$ cat config.mk
export PLATFORM = sky130hd
export DESIGN_NAME = isp_mode_sched
export DESIGN_NICKNAME = d
export VERILOG_FILES = /design/src/rtl/isp_mode_sched.sv
export SDC_FILE = /design/constraint.sdc
export NUM_CORES = 1
export LEC_CHECK = 0
export BUFFER_PORTS_ARGS = -buffer_cell sky130_fd_sc_hd__clkbuf_2
export CAP_MARGIN = 20
export CORE_UTILIZATION = 52
export CTS_BUF_LIST = sky130_fd_sc_hd__clkbuf_16
export DETAILED_ROUTE_END_ITERATION = 7
export PLACE_DENSITY = 0.75
export SETUP_SLACK_MARGIN = 0.15
export SKIP_CTS_REPAIR_TIMING = 1
export SYNTH_ARGS = -nofsm -noshare
export SYNTH_HDL_FRONTEND = slang
export SYNTH_SLANG_ARGS = --single-unit
$ cat constraint.sdc
create_clock -name clk -period 2.7 [get_ports clk]
set_clock_uncertainty 0.1 [all_clocks]
set_input_delay 0.27 -clock clk [delete_from_list [all_inputs] [get_ports clk]]
set_output_delay 0.27 -clock clk [all_outputs]
set_load 0.01 [all_outputs]
$ cat src/rtl/isp_mode_sched.sv
// Frame-synchronous display-mode scheduler for the ISP top: commits mode requests
// (explicit or auto-cycled) only on in_vsync rising edges and blanks the output for whole frames after a switch.
module isp_mode_sched #(
    parameter int MODE_NUM     = 4,
    parameter int DEFAULT_MODE = 0,
    parameter int BLANK_FRAMES = 1
) (
    input  logic       clk,
    input  logic       reset_n,
    input  logic       in_vsync,
    input  logic [3:0] mode_req,
    input  logic       mode_req_valid,
    input  logic       auto_cycle_en,
    input  logic [7:0] cycle_frames,
    output logic [3:0] isp_disp_mode,
    output logic       blank_en,
    output logic       busy,
    output logic       req_err,
    output logic       mode_changed
);
    localparam logic [1:0] ST_IDLE  = 2'd0;
    localparam logic [1:0] ST_WAIT  = 2'd1;
    localparam logic [1:0] ST_BLANK = 2'd2;

    localparam logic [4:0] MODE_LIM   = 5'(MODE_NUM);
    localparam logic [3:0] MODE_MAX   = 4'(MODE_NUM - 1);
    localparam logic [3:0] MODE_RST   = 4'(DEFAULT_MODE);
    localparam logic [7:0] BLANK_LAST = 8'(BLANK_FRAMES);
    localparam logic       BLANK_ON   = (BLANK_FRAMES > 0);

    logic [1:0] state_q, state_d;
    logic [3:0] mode_q, mode_d;
    logic [3:0] pend_mode_q, pend_mode_d;
    logic       pend_q, pend_d;
    logic [7:0] frame_cnt_q, frame_cnt_d;
    logic [7:0] blank_cnt_q, blank_cnt_d;
    logic       blank_q, blank_d;
    logic       req_err_q, req_err_d;
    logic       changed_q, changed_d;
    logic       vsync_q;

    logic       rise;
    logic       req_legal;
    logic       req_take;
    logic       auto_act;
    logic       commit_en;
    logic [3:0] commit_mode;
    logic [3:0] mode_next;
    logic [7:0] frame_inc;
    logic [7:0] blank_inc;

    assign rise      = in_vsync & ~vsync_q;
    assign req_legal = mode_req_valid && ({1'b0, mode_req} < MODE_LIM);
    // A request for the mode already on screen is a no-op only when nothing else is queued.
    assign req_take  = req_legal && !(state_q == ST_IDLE && !pend_q && mode_req == mode_q);
    assign auto_act  = auto_cycle_en && (cycle_frames != 8'd0) && (state_q == ST_IDLE) && !pend_q;
    assign mode_next = (mode_q >= MODE_MAX) ? 4'd0 : mode_q + 4'd1;
    assign frame_inc = frame_cnt_q + 8'd1;
    assign blank_inc = blank_cnt_q + 8'd1;

    always_comb begin
        state_d     = state_q;
        mode_d      = mode_q;
        pend_mode_d = pend_mode_q;
        pend_d      = pend_q;
        frame_cnt_d = auto_cycle_en ? frame_cnt_q : 8'd0;
        blank_cnt_d = blank_cnt_q;
        blank_d     = blank_q;
        req_err_d   = mode_req_valid && !req_legal;
        changed_d   = 1'b0;
        commit_en   = 1'b0;
        commit_mode = mode_q;

        case (state_q)
            ST_IDLE: begin
                if (req_take) begin
                    pend_d      = 1'b1;
                    pend_mode_d = mode_req;
                    state_d     = ST_WAIT;
                end else if (auto_act && rise) begin
                    if (frame_inc >= cycle_frames) begin
                        commit_en   = 1'b1;
                        commit_mode = mode_next;
                    end else begin
                        frame_cnt_d = frame_inc;
                    end
                end
            end
            ST_WAIT: begin
                // On a simultaneous rise the older pending mode commits; the new one stays queued.
                if (rise) begin
                    commit_en   = 1'b1;
                    commit_mode = pend_mode_q;
                    pend_d      = req_take;
                end
                if (req_take) begin
                    pend_d      = 1'b1;
                    pend_mode_d = mode_req;
                end
            end
            ST_BLANK: begin
                if (req_take) begin
                    pend_d      = 1'b1;
                    pend_mode_d = mode_req;
                end
                if (rise) begin
                    blank_cnt_d = blank_inc;
                    if (blank_inc >= BLANK_LAST) begin
                        blank_d = 1'b0;
                        state_d = pend_d ? ST_WAIT : ST_IDLE;
                    end
                end
            end
            default: state_d = ST_IDLE;
        endcase

        if (commit_en) begin
            mode_d      = commit_mode;
            changed_d   = 1'b1;
            frame_cnt_d = 8'd0;
            blank_cnt_d = 8'd0;
            blank_d     = BLANK_ON;
            state_d     = BLANK_ON ? ST_BLANK : (pend_d ? ST_WAIT : ST_IDLE);
        end
    end

    always_ff @(posedge clk or negedge reset_n) begin
        if (!reset_n) begin
            state_q     <= ST_IDLE;
            mode_q      <= MODE_RST;
            pend_mode_q <= MODE_RST;
            pend_q      <= 1'b0;
            frame_cnt_q <= 8'd0;
            blank_cnt_q <= 8'd0;
            blank_q     <= 1'b0;
            req_err_q   <= 1'b0;
            changed_q   <= 1'b0;
            vsync_q     <= 1'b0;
        end else begin
            state_q     <= state_d;
            mode_q      <= mode_d;
            pend_mode_q <= pend_mode_d;
            pend_q      <= pend_d;
            frame_cnt_q <= frame_cnt_d;
            blank_cnt_q <= blank_cnt_d;
            blank_q     <= blank_d;
            req_err_q   <= req_err_d;
            changed_q   <= changed_d;
            vsync_q     <= in_vsync;
        end
    end

    assign isp_disp_mode = mode_q;
    assign blank_en      = blank_q;
    assign busy          = (state_q != ST_IDLE);
    assign req_err       = req_err_q;
    assign mode_changed  = changed_q;
endmodule

; Yosys cells after proc, flatten, opt, wreduce, memory -nomap -nowiden
; Cells that the tools add are included.
[word_totals]
register_bits = 31
input_bits = 17
out_inout_bits = 8
wordCells = 94
[op_classes]
n_addsub = 3
n_eq_ne = 12
magnitude_cmp = 4
mux = 36
reduce_logical = 27
n_bitwise = 2
[ops]
columns = operator, count
row1 = $mux W8, 9
row2 = $mux W4, 5
row3 = $add A8 B1 Y8 const B, 2
row4 = $mux W1, 14
row5 = $ne A3 B3 Y1 const B, 4
row6 = $reduce_bool A2 Y1, 5
row7 = $logic_and A1 B1 Y1, 9
row8 = $ge A8 B1 Y1 const B, 1
row9 = $ge A8 B8 Y1, 1
row10 = $mux W2, 4
row11 = $pmux W4 S2, 1
row12 = $reduce_bool A8 Y1, 1
row13 = $ne A2 B2 Y1 const B, 3
row14 = $pmux W2 S3, 1
row15 = $reduce_and A2 Y1, 3
row16 = $reduce_and A6 Y1, 1
row17 = $add A4 B1 Y4 const B, 1
row18 = $eq A4 B4 Y1, 1
row19 = $ge A4 B2 Y1 const B, 1
row20 = $lt A4 B3 Y1 const B, 1
row21 = $ne A2 B1 Y1 const B, 2
row22 = $reduce_and A4 Y1, 1
row23 = $logic_not A1 Y1, 3
row24 = $pmux W1 S3, 1
row25 = 9 further kinds, 9

; Depth between registers and ports, before layout
; Gate-level depths: netlist (run 1).
[depth]
word_depth = 12
depth_mapped = 12
ltp_nobuf = 11

; Least setup slack after synthesis (run 1)
; Ideal clock, no wire load.
[synth_path]
kind = reg2reg
start = reg frame_cnt_q[0]
end = reg frame_cnt_q[0]
stages_incl_launch_ff = 13
t_required_ns = 2.477
synth_period_minus_slack_ns = 2.929
path_slack_ns = -0.229
setup_ns = 0.123
path_buffers = 1
arrival_time_ns = 2.706
path_cell_list = dfrtp_1 -> ha_1 -> nand3_1 -> and2_1 -> or2_2 -> ha_1 -> or4_1 -> a21oi_1 -> o31ai_1 -> or4_1 -> clkbuf_1 -> nand3_1 -> a21oi_1
[synth_between]
elab_chain_len = 7
elab_cells_between_ends = 12
cone_classes = add/sub: 1 / order compare: 1 / mux: 10
[synth_rtl]
columns = element, line_no
row1 = from (decl), 35  ; logic [7:0] frame_cnt_q, frame_cnt_d;
row2 = from (signal assigned), 144  ; frame_cnt_q <= frame_cnt_d;
row3 = $add A8 B1 Y8, 58  ; assign frame_inc = frame_cnt_q + 8'd1;
row4 = $ge A8 B8 Y1, 81  ; if (frame_inc >= cycle_frames) begin
row5 = $mux W1 or $mux W8 (tied branches), 81
row6 = $mux W1 or $mux W8 (tied branches), 80  ; end else if (auto_act && rise) begin
row7 = $mux W1 or $mux W8 (tied branches), 76  ; if (req_take) begin
row8 = $pmux W1 S2 or $mux W8 (tied branches), 74  ; case (state_q)
row9 = $mux W8 (*), 117  ; if (commit_en) begin
row10 = named net frame_cnt_d[0], 35
; Mark *: on every way through the listed nets, which the timed path passes. The rest lies on a longest branch.
; A chain may end at the register's enable or synchronous reset.

; Worst setup path after layout (run 1)
[layout_path]
start = reg frame_cnt_q[1]
end = reg frame_cnt_q[3]
[layout_between]
elab_chain_len = 7
elab_cells_between_ends = 11
cone_classes = add/sub: 1 / order compare: 1 / mux: 9
[layout_rtl]
columns = element, line_no
row1 = $add A8 B1 Y8 (*), 58
row2 = $ge A8 B8 Y1, 81
row3 = $mux W1 or $mux W8 (tied branches), 81
row4 = $mux W1 or $mux W8 (tied branches), 80
row5 = $mux W1 or $mux W8 (tied branches), 76
row6 = $pmux W1 S2 or $mux W8 (tied branches), 74
row7 = $mux W8 (*), 117
row8 = named net frame_cnt_d[3], 35
; Marks and branches as above.

==> results.py, run 1 <==
metrics = {
    "synth": {
        "synth_edf_count": 0,
        "synth_ff_type": "dfrtp_1",
        "synthCells": 223,
        "synth_commonest_cells": "31 x dfrtp_1, 22 x a21oi_1, 17 x nand2_1",
        "netlist_area_sq_um": 1980,
        "synth_cell_types": 48,
        "ys_async_sr_fraction_pct": 100,
        "ys_ff_latch": 31,
        "yosysMostFrequentCell": "dfrtp_1",
        "yosysTopAreaCellShare_pct": 39.1,
        "yosysSeqAreaShare_pct": 39.1,
        "synth_fp_nets": 252,
        "netlist_top_cells_area": "dfrtp_1 39%, ha_1 7.6%, a21oi_1 5.5%",
        "postSynthAreaPerCell_sq_um": 8.90,
        "yosys_warnings": 0,
        "yosys.area.top_type": "dfrtp_1",
    },
    "clock_tree": {
        "clock_sinks": 31,
        "cts_buffers": 5,
        "cts_root_buffer": "clkbuf_16",
        "cts.clk_slew.worst_paths_ns": 0.05,
        "htree_levels": 2,
        "cts_tree": "built",
        "clockBufferDepth": 2,
        "clk_latency_ns": 0.27,
    },
    "place": {
        "portBuffers": 24,
        "dp_hpwl_um": 3160,
        "gp_congestion": 0.821,
        "dp_worst_setup_slack_ns": -0.256,
    },
    "outcome": {
        "failed_checks": "hold timing, setup timing",
        "outcome": "finished, violations left",
    },
    "detailed_routing": {
        "dr.pass1.iters": 4,
        "antenna_left": 0,
        "drt_iter0_drc": 113,
        "vias": 1810,
        "wl_per_cell_um": 15.2,
        "remaining_drc_errors": 0,
        "vias_per_cell": 5.69,
        "routed_wl_um": 4820,
    },
    "layout": {
        "antenna_cells": 0,
        "drive_gt1_share_pct": 34.1,
        "synthToLayoutAreaGrowth_pct": 33.2,
        "num-nets-final": 299,
    },
    "critical_path": {
        "cp_max_fo": 8,
        "crit_chain": "ha_2 > nand3_2 > and2_4 > or2_4 > ha_4 > or4_4 > a21oi_4 > o31ai_2 > or4_4 > buf_6 > nand3_1 > a21oi_2",
        "crit_top_cell": "or4_4",
        "critPathLaunchType": "flop",
        "crit_required_ns": 2.76,
        "arrival_ns": 2.94,
        "ff2ff_setup_slack_ns": -0.18,
        "critPathKind": "reg -> reg",
        "slowest_stage": "or4_4",
        "end_kind": "flop",
        "max_stage_delay_ns": 0.42,
    },
    "die": {
        "fp.dieH_um": 63.8,
        "num_rows": 22,
        "start_util_pct": 54.2,
        "pin_count": 25,
        "fp.dieArea_sq_um": 4070,
        "die_w_um": 63.8,
        "core-area_sq_um": 3660,
    },
    "timing": {
        "setup_viol": 18,
        "fin_tns_setup_ns": -1.92,
        "slew_violations": 0,
        "layout_worst_path_cycle_share_pct": 107,
        "fin_hold_ws_ns": -0.0322,
        "finalHoldViolations": 31,
        "rsz0062_at_grt": "yes",
        "worst_slack_ns": -0.178,
        "worst_slew_pin_slew_ns": 0.787,
        "finalCriticalPeriod_ns": 2.88,
        "slew_headroom_pct": 47.5,
        "fmax_mhz": 347,
    },
    "grt": {
        "overflow": 0,
        "antenna_found_initial": 0,
        "grt_pass1_wl_um": 7310,
        "grt_max_degree": 32,
        "grt_use_total_pct": 23.5,
        "grt_pass1_vias": 1591,
    },
    "power": {
        "p_leak_nw": 1.26,
        "p_per_area_nw_per_um2": 705,
        "finalPower_mw": 1.86,
        "peakVddDrop_mv": 0.494,
    },
    "min_path": {
        "hold_path_class": "in -> async",
    },
    "job": {
        "drv_cap": 0,
    },
}
==> where the power goes <==
part | total (mW) | switching [mW] | internal [mW]
logic | 0.654 | 0.356 | 0.298
registers | 0.683 | 0.118 | 0.565
clock network | 0.527 | 0.196 | 0.331
total | 1.86 | 0.670 | 1.19
==> logic make-up after synthesis <==
family          share of synthesized area [%]
fa+ha+maj                                7.57
xor+xnor                                 3.97
buf+inv                                  4.48
compound gates                           18.8
flops                                    39.1
mux                                      1.64
simple gates                             24.5
==> state kept, by name, summed over array words and instances, names as in the netlist <==
signal / flops
frame_cnt_q: 8
req_err: 1
pend_mode_q: 4
blank_cnt_q: 8
blank_en: 1
vsync_q: 1
isp_disp_mode: 4
state_q: 2
mode_changed: 1
pend_q: 1
==> metal layers <==
layer	part of all wire [%]	global-route usage (%)
met3	4.0	3.75
met2	49	35.8
met5	0	0
met1	46	34.1
met4	1.0	7.67
==> metrics by stage <==
step           cells  area, sq um  utilization, %
6_report         318         2640            72.2
5_1_grt          318         2640            72.2
3_3_place_gp     303         2330            63.5
2_1_floorplan    223         2080               -
3_5_place_dp     303         2330            63.5
4_1_cts          310         2460            67.2
==> final timing paths <==
check | start | endpoint | depth (start not counted)
max in group asynchronous | reset_n | frame_cnt_q[6] | 1
max | frame_cnt_q[1] | frame_cnt_q[3] | 12
min | reset_n | blank_cnt_q[0] | 1
max reg2reg | frame_cnt_q[1] | frame_cnt_q[3] | 12
min in group clk | in_vsync | vsync_q | 1
min reg2reg | pend_mode_q[1] | pend_mode_q[1] | 1
==> cell usage in the layout, fill, tap and decap left out, types with 4 or more instances in the layout <==
| cell type | Yosys | layout |
|---|---|---|
| a21oi_1 | 22 | 19 |
| buf_4 | 0 | 17 |
| buf_6 | 0 | 5 |
| clkbuf_16 | 0 | 6 |
| clkbuf_2 | 0 | 24 |
| dfrtp_1 | 31 | 31 |
| ha_1 | 12 | 9 |
| inv_1 | 15 | 15 |
| nand2_1 | 17 | 17 |
| nand2b_1 | 6 | 6 |
| nand3_1 | 16 | 9 |
| nand3_2 | 0 | 7 |
| nor2_1 | 15 | 11 |
| nor2b_1 | 4 | 4 |
| o21ai_1 | 8 | 6 |
| or4_4 | 2 | 4 |
| xnor2_1 | 5 | 5 |
| xor2_1 | 4 | 4 |
==> worst max-delay path, delay by kind of cell, from the launching register on <==
kind | cells | cell delay, ns
adder cells (fa/ha/maj) | 2 | 0.37
AO/OA/AOI/OAI | 3 | 0.32
buffers and inverters | 1 | 0.16
flip-flops | 1 | 0.38
AND/OR/NAND/NOR | 6 | 1.43
==> layout make-up <==
type	instances	area, sq um
Fill cell	257	1020
Inverter	15	56.3
Multi-Input combinational cell	169	1270
Timing Repair Buffer	48	349
Clock buffer	5	125
Clock inverter	2	8.76
Tap cell	48	60.1
Sequential cell	31	776
Power figures use the tool's default switching activity.
==> run 2, diff against run 1 <==
--- a/config.mk
+++ b/config.mk
@@ -8,7 +8,6 @@
 export BUFFER_PORTS_ARGS = -buffer_cell sky130_fd_sc_hd__clkbuf_2
 export CAP_MARGIN = 20
 export CORE_UTILIZATION = 52
-export CTS_BUF_LIST = sky130_fd_sc_hd__clkbuf_16
 export DETAILED_ROUTE_END_ITERATION = 7
 export PLACE_DENSITY = 0.75
 export SETUP_SLACK_MARGIN = 0.15
==> results.py, run 2 (synthesized netlist as in run 1, its figures left out) <==
metrics = {
    "outcome": {
        "outcome": "finished, violations left",
        "failed_checks": "hold timing, setup timing",
    },
    "detailed_routing": {
        "wl_per_cell_um": 14.6,
        "vias_per_cell": 5.66,
        "drt_iter0_drc": 116,
        "dr.pass1.iters": 4,
        "remaining_drc_errors": 0,
        "routed_wl_um": 4630,
        "vias": 1794,
        "antenna_left": 0,
    },
    "timing": {
        "fin_hold_ws_ns": -0.0305,
        "slew_violations": 0,
        "layout_worst_path_cycle_share_pct": 107,
        "setup_viol": 17,
        "finalHoldViolations": 31,
        "slew_headroom_pct": 44.8,
        "worst_slack_ns": -0.196,
        "fmax_mhz": 345,
        "rsz0062_at_grt": "yes",
        "finalCriticalPeriod_ns": 2.90,
        "worst_slew_pin_slew_ns": 0.828,
    },
    "grt": {
        "grt_use_total_pct": 23.5,
        "antenna_found_initial": 0,
        "overflow": 0,
        "grt_max_degree": 32,
        "grt_pass1_vias": 1574,
        "grt_pass1_wl_um": 7270,
    },
    "layout": {
        "final_area_sq_um": 2570,
        "final_common_cell": "dfrtp_1",
        "synthToLayoutAreaGrowth_pct": 29.7,
        "antenna_cells": 0,
        "reg_top3": "blank_cnt_q x8, frame_cnt_q x8",
        "most-common-layout-cells": "31 x dfrtp_1, 24 x clkbuf_2, 20 x a21oi_1, 18 x buf_4, 17 x nand2_1",
        "num-nets-final": 298,
        "drive_gt1_share_pct": 33.8,
    },
    "critical_path": {
        "crit_family": "simple AND/OR/NAND/NOR gates",
        "r2r-start": "frame_cnt_q[1]",
        "ff2ff_setup_slack_ns": -0.20,
        "crit_top_cell": "or4_4",
        "max_stage_delay_ns": 0.42,
        "r2r_cells": 12,
        "r2r-end": "frame_cnt_q[3]",
        "critPathLaunchType": "flop",
        "crit_chain": "ha_2 > nand3_2 > and2_4 > or2_4 > ha_4 > or4_4 > a21oi_4 > o31ai_2 > or4_4 > buf_6 > nand3_1 > a21oi_1",
        "end_kind": "flop",
        "cp_num_buf_inv": 1,
        "crit_required_ns": 2.77,
        "arrival_ns": 2.97,
        "cp_max_fo": 8,
        "slowest_stage": "or4_4",
        "critPathKind": "reg -> reg",
    },
    "die": {
        "core-area_sq_um": 3660,
        "fp.dieH_um": 63.8,
        "start_util_pct": 54.2,
        "die_w_um": 63.8,
        "num_rows": 22,
        "fp.dieArea_sq_um": 4070,
        "pin_count": 25,
    },
    "clock_tree": {
        "clk_latency_ns": 0.29,
        "clockBufferDepth": 2,
        "htree_levels": 2,
        "cts_root_buffer": "clkbuf_8",
        "cts.clk_slew.worst_paths_ns": 0.07,
        "clock_sinks": 31,
        "cts_tree": "built",
        "cts_buffers": 5,
    },
    "power": {
        "p_per_area_nw_per_um2": 654,
        "finalPower_mw": 1.68,
        "p_leak_nw": 1.23,
        "peakVddDrop_mv": 0.531,
    },
    "place": {
        "post_dp_cell_area_sq_um": 2330,
        "dp_hpwl_um": 3160,
        "portBuffers": 24,
        "gp_congestion": 0.821,
    },
    "job": {
        "drv_cap": 0,
    },
    "min_path": {
        "hold_path_class": "in -> async",
    },
}
## run 2: area by class of cell
| class | instances | area (sq um) |
|---|---|---|
| tap | 48 | 60.1 |
| multi-input combinational | 169 | 1260 |
| sequential | 31 | 776 |
| clock inverter | 1 | 5.00 |
| inverter | 15 | 56.3 |
| fill | 274 | 1090 |
| timing repair buffer | 47 | 334 |
| clock buffer | 6 | 82.6 |
## run 2: worst max path at each step
stage | from | to | cells past startpoint
after floorplan | frame_cnt_q[0] | frame_cnt_q[0] | 12
after global placement | frame_cnt_q[0] | frame_cnt_q[0] | 12
after detailed placement | frame_cnt_q[0] | blank_cnt_q[5] | 12
after CTS | frame_cnt_q[0] | blank_cnt_q[5] | 12
after global routing | frame_cnt_q[0] | blank_cnt_q[5] | 12
final | frame_cnt_q[1] | frame_cnt_q[3] | 12
## run 2: report_power, final
group          internal, mW  switching [mW]
registers             0.564           0.114
clock network         0.200           0.176
logic                 0.291           0.338
total                  1.05           0.628
## run 2: metrics by stage
step	worst slack (ns)	utilization [%]	TNS (ns)	hold WS [ns]	cells
CTS	-0.278	65.9	-3.09	-0.0132	310
global placement	-0.158	63.5	-1.66	0.286	303
finish	-0.196	70.3	-2.06	-0.0305	317
global route	-0.295	70.3	-4.12	0.0310	317
floorplan	-0.115	-	-0.955	-0.126	223
detailed placement	-0.256	63.5	-2.80	0.296	303
## run 2: worst register-to-register path: cells and delay by family (launching register included)
kind,cells,cell delay (ns)
flip-flops,1,0.39
AO/OA/AOI/OAI,3,0.35
adder cells (fa/ha/maj),2,0.37
AND/OR/NAND/NOR,6,1.42
buffers and inverters,1,0.16
## run 2: metal layers
metal	GRT usage, %	part of all wire [%]	vias to the layer above
met5	0	0	-
met4	5.97	1.3	0
met3	5.89	3.3	8
met2	35.8	48	32
met1	33.3	48	861
li1	-	-	893
==> run 3, diff against run 2 <==
==> constraint.sdc (replaced) <==
create_clock -name clk -period 2.7 [get_ports clk]
set_clock_uncertainty 0.1 [all_clocks]
set_input_delay 0.135 -clock clk [delete_from_list [all_inputs] [get_ports clk]]
set_output_delay 0.135 -clock clk [all_outputs]
set_load 0.01 [all_outputs]
==> results.py, run 3 (synthesized netlist as in run 1, its figures left out) <==
metrics = {
    "timing": {
        "slew_headroom_pct": 47.4,
        "fin_hold_ws_ns": -0.00799,
        "worst_slew_pin_slew_ns": 0.789,
        "finalHoldViolations": 2,
        "finalCriticalPeriod_ns": 2.95,
        "setup_viol": 17,
        "rsz0062_at_grt": "yes",
        "slew_violations": 0,
        "layout_worst_path_cycle_share_pct": 109,
        "worst_slack_ns": -0.252,
        "fmax_mhz": 339,
        "fin_tns_setup_ns": -2.66,
    },
    "die": {
        "num_rows": 22,
        "fp.dieArea_sq_um": 4070,
        "fp.dieH_um": 63.8,
        "pin_count": 25,
        "die_w_um": 63.8,
        "core-area_sq_um": 3660,
        "start_util_pct": 54.2,
    },
    "critical_path": {
        "cp_max_fo": 4,
        "critPathKind": "reg -> reg",
        "end_kind": "flop",
        "critPathLaunchType": "flop",
        "crit_required_ns": 2.82,
        "cp_num_buf_inv": 0,
        "crit_chain": "ha_4 > nand3_4 > and2_4 > or2_4 > ha_4 > or4_4 > a21oi_4 > o311ai_2 > and3_4 > or4b_4 > o221ai_2",
        "arrival_ns": 3.07,
        "crit_family": "simple AND/OR/NAND/NOR gates",
        "slowest_stage": "or4b_4",
        "crit_top_cell": "ha_4",
        "max_stage_delay_ns": 0.48,
    },
    "power": {
        "p_switching_uw": 647,
        "p_seq_share_pct": 37.5,
        "combPwrFrac_pct": 35.6,
        "p_per_area_nw_per_um2": 675,
        "clkPwrFrac_pct": 26.9,
        "p_sw_share_pct": 35.9,
        "internal_power_mw": 1.16,
        "p_leak_nw": 1.25,
        "peakVddDrop_mv": 0.575,
    },
    "clock_tree": {
        "htree_levels": 2,
        "clockBufferDepth": 2,
        "cts_tree": "built",
        "cts_root_buffer": "clkbuf_8",
        "cts_buffers": 5,
        "clock_sinks": 31,
        "cts.clk_slew.worst_paths_ns": 0.07,
        "clk_latency_ns": 0.30,
    },
    "outcome": {
        "failed_checks": "hold timing, setup timing",
        "outcome": "finished, violations left",
    },
    "layout": {
        "final_common_cell": "dfrtp_1",
        "reg_top3": "blank_cnt_q x8, frame_cnt_q x8",
        "drive_gt1_share_pct": 34.3,
        "most-common-layout-cells": "31 x dfrtp_1, 24 x clkbuf_2, 17 x nand2_1, 17 x a21oi_1",
        "finish.utilization_pct": 72.9,
        "num-nets-final": 299,
        "synthToLayoutAreaGrowth_pct": 34.5,
        "antenna_cells": 0,
    },
    "detailed_routing": {
        "vias": 1786,
        "remaining_drc_errors": 0,
        "drt_iter0_drc": 103,
        "vias_per_cell": 5.60,
        "wl_per_cell_um": 15.4,
        "routed_wl_um": 4910,
        "dr.pass1.iters": 4,
        "antenna_left": 0,
    },
    "place": {
        "portBuffers": 24,
        "gp_congestion": 0.814,
        "dp_worst_setup_slack_ns": -0.222,
        "dp_hpwl_um": 3270,
    },
    "grt": {
        "grt_pass1_wl_um": 7600,
        "grt_max_degree": 32,
        "antenna_found_initial": 0,
        "grt_use_total_pct": 24.6,
        "overflow": 0,
        "grt_pass1_vias": 1667,
    },
    "job": {
        "drv_cap": 0,
    },
    "min_path": {
        "hold_path_class": "in -> reg",
    },
}
## run 3: cell types whose count changed in the layout (fill, tap and decap cells not counted), sizes merged
cell,before,now
dlygate4sd3,0,4
buf,22,19
bufinv,0,1
## run 3: worst paths after layout
check | startpoint | endpoint | slack (ns) | cells past startpoint
min reg2reg | blank_en | blank_en | 0.39 | 1
max in group asynchronous | reset_n | isp_disp_mode[0] | 1.65 | 2
min | mode_req[0] | pend_mode_q[0] | -0.008 | 2
max | frame_cnt_q[0] | blank_cnt_q[4] | -0.25 | 11
max reg2reg | frame_cnt_q[0] | blank_cnt_q[4] | -0.25 | 11
min in group asynchronous | reset_n | frame_cnt_q[2] | 0.35 | 2
## run 3: metrics by stage
stage	instance area [sq um]	power, mW	cells
finish	2670	1.80	319
global route	2670	1.91	319
CTS	2440	1.73	310
detailed placement	2320	1.24	302
global placement	2320	1.23	302
floorplan	2080	1.06	223
## run 3: metal layers
layer  GRT usage (%)  share of wire [%]  routed length [um]  up-vias
li1                -                  -                   -      897
met1            31.5                 43                2130      836
met2            38.7                 50                2440       41
met3            5.36                4.7                 232       12
met4            12.8                2.1                 103        0
met5               0                  0                   0        -
## run 3: area by class of cell
cell class / instances / area [sq um]
multi-input cells: 169 / 1310
fillers: 256 / 992
flip-flops and latches: 31 / 776
repair buffers: 48 / 352
clock buffers: 6 / 82.6
well taps: 48 / 60.1
inverters: 15 / 56.3
clock inverters: 2 / 35.0
## run 3: power by group through the flow
stage	sequential, mW	combinational [mW]	clock, mW
6_report	0.675	0.642	0.485
3_5_place_dp	0.676	0.565	0
4_1_cts	0.668	0.569	0.495
5_1_grt	0.689	0.714	0.503
2_1_floorplan	0.676	0.381	0
3_3_place_gp	0.674	0.554	0
